--- src/rtl/rice_core_id_stage.sv ---
// RV32I decode stage: decodes the fetched instruction, reads operands with write-back
// bypass, and registers the decode result consumed by EX (1-cycle latency).
module rice_core_id_stage #(
  parameter int XLEN = 32
) (
  input  logic            i_clk,
  input  logic            i_rst_n,
  input  logic            i_enable,
  input  logic            i_if_valid,
  input  logic [XLEN-1:0] i_if_pc,
  input  logic [31:0]     i_if_inst,
  output logic            o_if_stall,
  input  logic            i_stall,
  input  logic            i_flush,
  output logic [4:0]      o_rs1,
  output logic [4:0]      o_rs2,
  input  logic [XLEN-1:0] i_rs1_value,
  input  logic [XLEN-1:0] i_rs2_value,
  input  logic            i_wb_valid,
  input  logic [4:0]      i_wb_rd,
  input  logic [XLEN-1:0] i_wb_value,
  output logic            o_id_valid,
  output logic [XLEN-1:0] o_id_pc,
  output logic [31:0]     o_id_inst,
  output logic [4:0]      o_id_rs1,
  output logic [4:0]      o_id_rs2,
  output logic [4:0]      o_id_rd,
  output logic [XLEN-1:0] o_id_rs1_value,
  output logic [XLEN-1:0] o_id_rs2_value,
  output logic [XLEN-1:0] o_id_imm,
  output logic [3:0]      o_id_alu_op,
  output logic            o_id_jal,
  output logic            o_id_jalr,
  output logic            o_id_br_eq_ge,
  output logic            o_id_br_ne_lt,
  output logic [1:0]      o_id_mem_type,
  output logic [2:0]      o_id_mem_size,
  output logic [2:0]      o_id_csr_access,
  output logic            o_id_ecall,
  output logic            o_id_ebreak,
  output logic            o_id_mret,
  output logic            o_id_illegal
);
  localparam logic [3:0] ALU_ADD = 4'd0, ALU_SUB = 4'd1, ALU_SLL = 4'd2, ALU_SLT = 4'd3,
                         ALU_SLTU = 4'd4, ALU_XOR = 4'd5, ALU_SRL = 4'd6, ALU_SRA = 4'd7,
                         ALU_OR = 4'd8, ALU_AND = 4'd9, ALU_IMM = 4'd10, ALU_PCIMM = 4'd11,
                         ALU_PC4 = 4'd12;
  localparam logic [4:0] OPC_LOAD = 5'b00000, OPC_FENCE = 5'b00011, OPC_OPIMM = 5'b00100,
                         OPC_AUIPC = 5'b00101, OPC_STORE = 5'b01000, OPC_OP = 5'b01100,
                         OPC_LUI = 5'b01101, OPC_BRANCH = 5'b11000, OPC_JALR = 5'b11001,
                         OPC_JAL = 5'b11011, OPC_SYSTEM = 5'b11100;

  typedef struct packed {
    logic            valid;
    logic [XLEN-1:0] pc;
    logic [31:0]     inst;
    logic [4:0]      rs1;
    logic [4:0]      rs2;
    logic [4:0]      rd;
    logic [XLEN-1:0] rs1_value;
    logic [XLEN-1:0] rs2_value;
    logic [XLEN-1:0] imm;
    logic [3:0]      alu_op;
    logic            jal;
    logic            jalr;
    logic            br_eq_ge;
    logic            br_ne_lt;
    logic [1:0]      mem_type;
    logic [2:0]      mem_size;
    logic [2:0]      csr_access;
    logic            ecall;
    logic            ebreak;
    logic            mret;
    logic            illegal;
  } id_t;

  id_t             r_id;
  id_t             w_dec;
  logic [4:0]      w_opc;
  logic [2:0]      w_f3;
  logic [6:0]      w_f7;
  logic            w_legal, w_use_rs1, w_use_rs2, w_use_rd;
  logic [XLEN-1:0] w_imm_i, w_imm_s, w_imm_b, w_imm_u, w_imm_j;

  assign w_opc = i_if_inst[6:2];
  assign w_f3  = i_if_inst[14:12];
  assign w_f7  = i_if_inst[31:25];

  assign w_imm_i = XLEN'($signed(i_if_inst[31:20]));
  assign w_imm_s = XLEN'($signed({i_if_inst[31:25], i_if_inst[11:7]}));
  assign w_imm_b = XLEN'($signed({i_if_inst[31], i_if_inst[7], i_if_inst[30:25],
                                  i_if_inst[11:8], 1'b0}));
  assign w_imm_u = XLEN'($signed({i_if_inst[31:12], 12'b0}));
  assign w_imm_j = XLEN'($signed({i_if_inst[31], i_if_inst[19:12], i_if_inst[20],
                                  i_if_inst[30:21], 1'b0}));

  assign o_if_stall = i_stall;
  assign o_rs1      = i_if_inst[19:15];
  assign o_rs2      = i_if_inst[24:20];

  function automatic logic [3:0] f3_alu(input logic [2:0] f3);
    case (f3)
      3'd0:    return ALU_ADD;
      3'd1:    return ALU_SLL;
      3'd2:    return ALU_SLT;
      3'd3:    return ALU_SLTU;
      3'd4:    return ALU_XOR;
      3'd5:    return ALU_SRL;
      3'd6:    return ALU_OR;
      default: return ALU_AND;
    endcase
  endfunction

  // x0 reads as zero; a same-cycle write-back wins over the regfile read
  function automatic logic [XLEN-1:0] rd_reg(input logic [4:0] idx, input logic [XLEN-1:0] rf,
                                             input logic wbv, input logic [4:0] wbrd,
                                             input logic [XLEN-1:0] wbval);
    if (idx == 5'd0)                return '0;
    else if (wbv && wbrd == idx)    return wbval;
    else                            return rf;
  endfunction

  always_comb begin
    w_dec     = '0;
    w_legal   = 1'b1;
    w_use_rs1 = 1'b0;
    w_use_rs2 = 1'b0;
    w_use_rd  = 1'b0;
    case (w_opc)
      OPC_LUI:   begin w_use_rd = 1'b1; w_dec.imm = w_imm_u; w_dec.alu_op = ALU_IMM; end
      OPC_AUIPC: begin w_use_rd = 1'b1; w_dec.imm = w_imm_u; w_dec.alu_op = ALU_PCIMM; end
      OPC_JAL: begin
        w_use_rd = 1'b1; w_dec.imm = w_imm_j; w_dec.alu_op = ALU_PC4; w_dec.jal = 1'b1;
      end
      OPC_JALR: begin
        w_use_rd = 1'b1; w_use_rs1 = 1'b1; w_dec.imm = w_imm_i;
        w_dec.alu_op = ALU_PC4; w_dec.jalr = 1'b1; w_legal = (w_f3 == 3'd0);
      end
      OPC_BRANCH: begin
        w_use_rs1 = 1'b1; w_use_rs2 = 1'b1; w_dec.imm = w_imm_b;
        case (w_f3)
          3'd0:    begin w_dec.alu_op = ALU_SUB;  w_dec.br_eq_ge = 1'b1; end
          3'd1:    begin w_dec.alu_op = ALU_SUB;  w_dec.br_ne_lt = 1'b1; end
          3'd4:    begin w_dec.alu_op = ALU_SLT;  w_dec.br_ne_lt = 1'b1; end
          3'd5:    begin w_dec.alu_op = ALU_SLT;  w_dec.br_eq_ge = 1'b1; end
          3'd6:    begin w_dec.alu_op = ALU_SLTU; w_dec.br_ne_lt = 1'b1; end
          3'd7:    begin w_dec.alu_op = ALU_SLTU; w_dec.br_eq_ge = 1'b1; end
          default: w_legal = 1'b0;
        endcase
      end
      OPC_LOAD: begin
        w_use_rd = 1'b1; w_use_rs1 = 1'b1; w_dec.imm = w_imm_i;
        w_dec.mem_type = 2'd1; w_dec.mem_size = w_f3;
        w_legal = !(w_f3 == 3'd3 || w_f3[2:1] == 2'b11);
      end
      OPC_STORE: begin
        w_use_rs1 = 1'b1; w_use_rs2 = 1'b1; w_dec.imm = w_imm_s;
        w_dec.mem_type = 2'd2; w_dec.mem_size = w_f3; w_legal = (w_f3 <= 3'd2);
      end
      OPC_OPIMM: begin
        w_use_rd = 1'b1; w_use_rs1 = 1'b1; w_dec.imm = w_imm_i; w_dec.alu_op = f3_alu(w_f3);
        if (w_f3 == 3'd1) w_legal = (w_f7 == 7'h00);
        if (w_f3 == 3'd5) begin
          w_legal = (w_f7 == 7'h00) || (w_f7 == 7'h20);
          if (w_f7[5]) w_dec.alu_op = ALU_SRA;
        end
      end
      OPC_OP: begin
        w_use_rd = 1'b1; w_use_rs1 = 1'b1; w_use_rs2 = 1'b1; w_dec.alu_op = f3_alu(w_f3);
        if (w_f7 == 7'h20) begin
          if (w_f3 == 3'd0)      w_dec.alu_op = ALU_SUB;
          else if (w_f3 == 3'd5) w_dec.alu_op = ALU_SRA;
          else                   w_legal = 1'b0;
        end else if (w_f7 != 7'h00) begin
          w_legal = 1'b0;
        end
      end
      OPC_FENCE: w_legal = (w_f3 == 3'd0);
      OPC_SYSTEM: begin
        if (w_f3 == 3'd0) begin
          // trap-class ops are only recognised from their exact encodings
          if (i_if_inst == 32'h0000_0073)      w_dec.ecall  = 1'b1;
          else if (i_if_inst == 32'h0010_0073) w_dec.ebreak = 1'b1;
          else if (i_if_inst == 32'h3020_0073) w_dec.mret   = 1'b1;
          else                                 w_legal      = 1'b0;
        end else if (w_f3 == 3'd4) begin
          w_legal = 1'b0;
        end else begin
          w_use_rd = 1'b1; w_dec.csr_access = w_f3;
          if (w_f3[2]) w_dec.imm = XLEN'(i_if_inst[19:15]);
          else         w_use_rs1 = 1'b1;
        end
      end
      default: w_legal = 1'b0;
    endcase
    if (i_if_inst[1:0] != 2'b11) w_legal = 1'b0;
    if (!w_legal) begin
      w_dec         = '0;
      w_dec.illegal = 1'b1;
      w_use_rs1     = 1'b0;
      w_use_rs2     = 1'b0;
      w_use_rd      = 1'b0;
    end
    w_dec.valid     = 1'b1;
    w_dec.pc        = i_if_pc;
    w_dec.inst      = i_if_inst;
    w_dec.rs1       = w_use_rs1 ? i_if_inst[19:15] : 5'd0;
    w_dec.rs2       = w_use_rs2 ? i_if_inst[24:20] : 5'd0;
    w_dec.rd        = w_use_rd  ? i_if_inst[11:7]  : 5'd0;
    w_dec.rs1_value = rd_reg(w_dec.rs1, i_rs1_value, i_wb_valid, i_wb_rd, i_wb_value);
    w_dec.rs2_value = rd_reg(w_dec.rs2, i_rs2_value, i_wb_valid, i_wb_rd, i_wb_value);
  end

  always_ff @(posedge i_clk) begin
    if (!i_rst_n || !i_enable) begin
      r_id <= '0;
    end else if (i_flush) begin
      r_id.valid <= 1'b0;
    end else if (!i_stall) begin
      if (i_if_valid) r_id <= w_dec;
      else            r_id.valid <= 1'b0;
    end
  end

  assign o_id_valid      = r_id.valid;
  assign o_id_pc         = r_id.pc;
  assign o_id_inst       = r_id.inst;
  assign o_id_rs1        = r_id.rs1;
  assign o_id_rs2        = r_id.rs2;
  assign o_id_rd         = r_id.rd;
  assign o_id_rs1_value  = r_id.rs1_value;
  assign o_id_rs2_value  = r_id.rs2_value;
  assign o_id_imm        = r_id.imm;
  assign o_id_alu_op     = r_id.alu_op;
  assign o_id_jal        = r_id.jal;
  assign o_id_jalr       = r_id.jalr;
  assign o_id_br_eq_ge   = r_id.br_eq_ge;
  assign o_id_br_ne_lt   = r_id.br_ne_lt;
  assign o_id_mem_type   = r_id.mem_type;
  assign o_id_mem_size   = r_id.mem_size;
  assign o_id_csr_access = r_id.csr_access;
  assign o_id_ecall      = r_id.ecall;
  assign o_id_ebreak     = r_id.ebreak;
  assign o_id_mret       = r_id.mret;
  assign o_id_illegal    = r_id.illegal;
endmodule

--- config.mk ---
export PLATFORM = sky130hd
export DESIGN_NAME = rice_core_id_stage
export DESIGN_NICKNAME = d
export VERILOG_FILES = /design/src/rtl/rice_core_id_stage.sv
export SDC_FILE = /design/constraint.sdc
export NUM_CORES = 1
export LEC_CHECK = 0
export CORE_MARGIN = 2
export CORE_UTILIZATION = 24
export CTS_BUF_LIST = sky130_fd_sc_hd__clkbuf_8
export CTS_CLUSTER_DIAMETER = 150
export DETAILED_ROUTE_END_ITERATION = 6
export MAX_ROUTING_LAYER = met4
export PLACE_DENSITY = 0.51
export SYNTH_ARGS = -nofsm -noshare
export SYNTH_HDL_FRONTEND = slang
export SYNTH_SLANG_ARGS = --single-unit
--- constraint.sdc ---
create_clock -name i_clk -period 4.6 [get_ports i_clk]
set_clock_uncertainty 0.2 [all_clocks]
set_input_delay 0.69 -clock i_clk [delete_from_list [all_inputs] [get_ports i_clk]]
set_output_delay 0.69 -clock i_clk [all_outputs]
set_load 0.03 [all_outputs]
==> metrics <==
status=completed; Syn Area/Cell=just under 8 sq um; number of fill cells=around 4000; Slew headroom=0.501; Worst Path Buf+Inv=2; Die Y=just over 200 um; Final min period=4.01 ns; grt total ovfl=0; Logic pwr share=0.150; GR Util All Layers=0.216; Crit-path slowest cell=nor4bb_1; Synth Area in Simple Gates=0.268; Routed wire per std cell=between 20 and 25 um; Placed Area=0.0138 sq mm; Startpoint Class=input pin; Pint=roughly 2.4 mW; Worst R2R Setup Slack=roughly 3.7 ns; Synth Area in XOR/XNOR=0.00373; final hold viol count=0; TritonCTS clock tree=built; Synth top area share=0.418; Worst R2R Path Depth=2; Pwr Density=approximately 250 mW/mm^2; Fmax=approximately 250 MHz; Row Count=between 70 and 80; initial antenna violation count=3; Switch Pwr=approximately 1.1 mW; yosys warns=0; measured slew at the worst slew-check pin=between 0.7 and 0.8 ns; die area=0.0407 sq mm; Post-synth EDFFs=0; vias in the first global route=approximately 10000; total negative slack=0 ns; Detail Route Antenna Nets=0; Synth Area in Compound Gates=0.236; area of the core=between 0.03 and 0.04 sq mm; net count after synthesis=1364; num ports=around 380; Yosys reg bits=slightly below 200; clock network power share=0.369; critical path arrival=4.26 ns; largest family of logic cells by synthesized area=simple AND/OR/NAND/NOR gates; die width=about 200 um; Worst setup endpoint=o_id_rs2_value[4]$_SDFFE_PP0P_; Via Count=approximately 10000; sw frac=0.316; Synth cell types=between 60 and 70; finished layout cell area=roughly 0.014 sq mm; post-synthesis sequential area ratio=0.418; layout cell share with drive strength beyond 1=0.0787; final wirelength=approximately 44 mm; post-route clock period utilization=0.871; Adder-Cell Fraction of Synth Area=0; R2R Path Start=o_id_rs2_value[26]$_SDFFE_PP0P_; H-tree depth=4; Hold Path Class=reg -> reg; RePlAce Congestion=roughly 0.90; maximum VDD drop=around 0.19 mV; CP peak stage delay=0.71 ns; Seq pwr share=0.481; area grow syn2layout=52.0%; CP startpoint=i_if_inst[3]; post-CTS sizing=0; CP Data Required Time=slightly below 5 ns; Final Max Tran Viols=0; Synth area leaders=dfxtp_1 42%, nand2_1 12%, a21oi_1 6.2%; CP Cell Sequence=clkdlybuf4s50_1 > nor4bb_1 > nand4_1 > or4_4 > and2_4 > a211oi_4 > buf_12 > nand2_1 > or4_1 > nand3_1; Final setup viols=0; DRC=0; starting DRC count in detailed routing=623; Async SR Flop Fraction=0; Starting Density=0.243; synthesized instance count=1192; CTS Buf Count=17; endpoint type of the worst setup path=flip-flop; RSZ-0062 raised after global routing=no; WHS Path Cells=2; nets=~1700; largest net degree at the start of global routing=134; Root Buffer Master=clkbuf_8; I/O Buffers=378; Clk Latency, worst-skew pair=roughly 0.51 ns; WS Path Type=in -> reg; synthesized area=~0.0094 sq mm; # hold bufs at CTS=0; RR Endpoint=o_id_rs2_value[26]$_SDFFE_PP0P_; delay-heaviest family, CP=simple AND/OR/NAND/NOR gates; routed vias/inst=~5.1; Synth area leader=dfxtp_1; post-CTS setup buffers=0; crit path max fanout=89; Primary FF master, synth=dfxtp_1; first-pass GRT wire length=approximately 65 mm; post-synthesis mux area share=0.00320; max_cap viols=0; Pre-antenna DRT Iters=5; HPWL after DPL=~32 mm; leakage power=4.63 nW; clk slew on worst S/H paths=around 0.12 ns; Sinks on Clock Net=196; WP depth=10; clk buf depth=2
==> state kept, by name, summed over array words and instances (netlist names) <==
name,cells
o_id_jal,1
o_id_illegal,1
o_id_valid,1
o_id_rs1_value,32
o_id_mem_type,2
o_id_alu_op,4
o_id_mem_size,3
o_id_br_ne_lt,1
o_id_inst,32
o_id_jalr,1
o_id_br_eq_ge,1
o_id_imm,32
o_id_rs2,5
o_id_mret,1
o_id_ecall,1
o_id_rs1,5
o_id_ebreak,1
o_id_rd,5
o_id_csr_access,3
o_id_pc,32
o_id_rs2_value,32
==> cell families (layout without fill, tap and decap cells) <==
family                    Yosys count  in the layout
AOI/OAI and AO/OA                 315            315
xor gates and xnor gates            4              4
buffers and inverters             139            472
DFF                               196            196
muxes                               3              3
other                               0              3
and+or+nand+nor                   535            535
==> stage by stage <==
step	std cells	setup WS, ns	hold WS, ns	utilization	power (mW)
3_3_place_gp	2011	0.0673	0.238	0.357	2.28
3_5_place_dp	2011	0.178	0.244	0.357	2.28
4_1_cts	2043	0.755	0.264	0.369	3.62
6_report	2046	0.592	0.261	0.369	3.55
2_1_floorplan	1192	1.05	0.380	-	1.95
5_1_grt	2046	0.538	0.284	0.369	3.70
==> tightest hold or removal path, stage by stage (launching register included) <==
cell and delay (ns):
dfxtp_1 0.33, nand2_1 0.05, a21oi_1 0.05
==> per-layer routing <==
metal	track usage	share of wire
met5	-	0
met4	0.0554	0.021
met3	0.0643	0.082
met2	0.347	0.47
met1	0.264	0.42
==> synth_stat cells, types with 3 or more instances <==
cell type  count
nor4_1         5
or4_1         35
a21oi_1      117
xnor2_1        3
a2bb2oi_1     14
nand2b_1       3
o211ai_1      60
o21ai_0       16
and2_1         8
a211oi_1       4
nor2b_1        5
or2_2          3
nor3b_1        5
nor3_1        13
and4b_1        3
a21o_1        11
a32oi_1       33
buf_4         12
nor2_1        54
a31oi_1        4
nand2_1      289
dfxtp_1      196
clkbuf_1      80
nand3b_1       3
nand3_1       51
o211ai_2      10
mux2i_1        3
inv_1          7
buf_6          8
a22oi_1       20
buf_2         29
nand4_1       38
and3_1         4
a222oi_1       4
nand4b_1       3
==> how the worst min path moves through the flow <==
stage,startpoint,to
after floorplan,o_id_imm[20]$_SDFFE_PP0P_,o_id_imm[20]$_SDFFE_PP0P_
after global placement,o_id_jal$_SDFFE_PP0P_,o_id_jal$_SDFFE_PP0P_
after detailed placement,o_id_alu_op[3]$_SDFFE_PP0P_,o_id_alu_op[3]$_SDFFE_PP0P_
after CTS,o_id_pc[4]$_SDFFE_PP0P_,o_id_pc[4]$_SDFFE_PP0P_
after global routing,o_id_alu_op[3]$_SDFFE_PP0P_,o_id_alu_op[3]$_SDFFE_PP0P_
final,o_id_mem_type[0]$_SDFFE_PP0P_,o_id_mem_type[0]$_SDFFE_PP0P_
==> placed cells by master, fill, tap and decap left out, types with 8 or more instances in the layout <==
cell | netlist | routed
nor2_1 | 54 | 53
buf_12 | 0 | 11
a22oi_1 | 20 | 20
clkdlybuf4s50_1 | 0 | 378
a21o_1 | 11 | 11
o211ai_2 | 10 | 10
buf_4 | 12 | 44
clkbuf_8 | 0 | 17
o21ai_0 | 16 | 16
dfxtp_1 | 196 | 196
a21oi_1 | 117 | 117
nand3_1 | 51 | 51
nand2_1 | 289 | 288
a32oi_1 | 33 | 33
clkinv_8 | 0 | 9
and2_1 | 8 | 8
or4_1 | 35 | 35
a2bb2oi_1 | 14 | 14
nor3_1 | 13 | 13
o211ai_1 | 60 | 60
nand4_1 | 38 | 38
==> cell type report <==
class / count / area, sq um / share of cell area
tap: 518 / 648 / 0.0454
sequential: 196 / 3920 / 0.275
clock buffer: 17 / 234 / 0.0164
timing repair buffer: 433 / 4330 / 0.304
antenna: 3 / 7.51 / 0.000526
multi-input combinational: 857 / 4850 / 0.340
inverter: 7 / 26.3 / 0.00184
clock inverter: 15 / 249 / 0.0174
==> power groups by stage <==
| stage | sequential, mW | combinational (mW) | clock (mW) |
|---|---|---|---|
| 2_1_floorplan | 1.76 | 0.191 | 0 |
| 3_3_place_gp | 1.75 | 0.536 | 0 |
| 3_5_place_dp | 1.75 | 0.532 | 0 |
| 4_1_cts | 1.71 | 0.535 | 1.38 |
| 5_1_grt | 1.71 | 0.562 | 1.43 |
| 6_report | 1.71 | 0.531 | 1.31 |
Power figures use the tool's default switching activity.
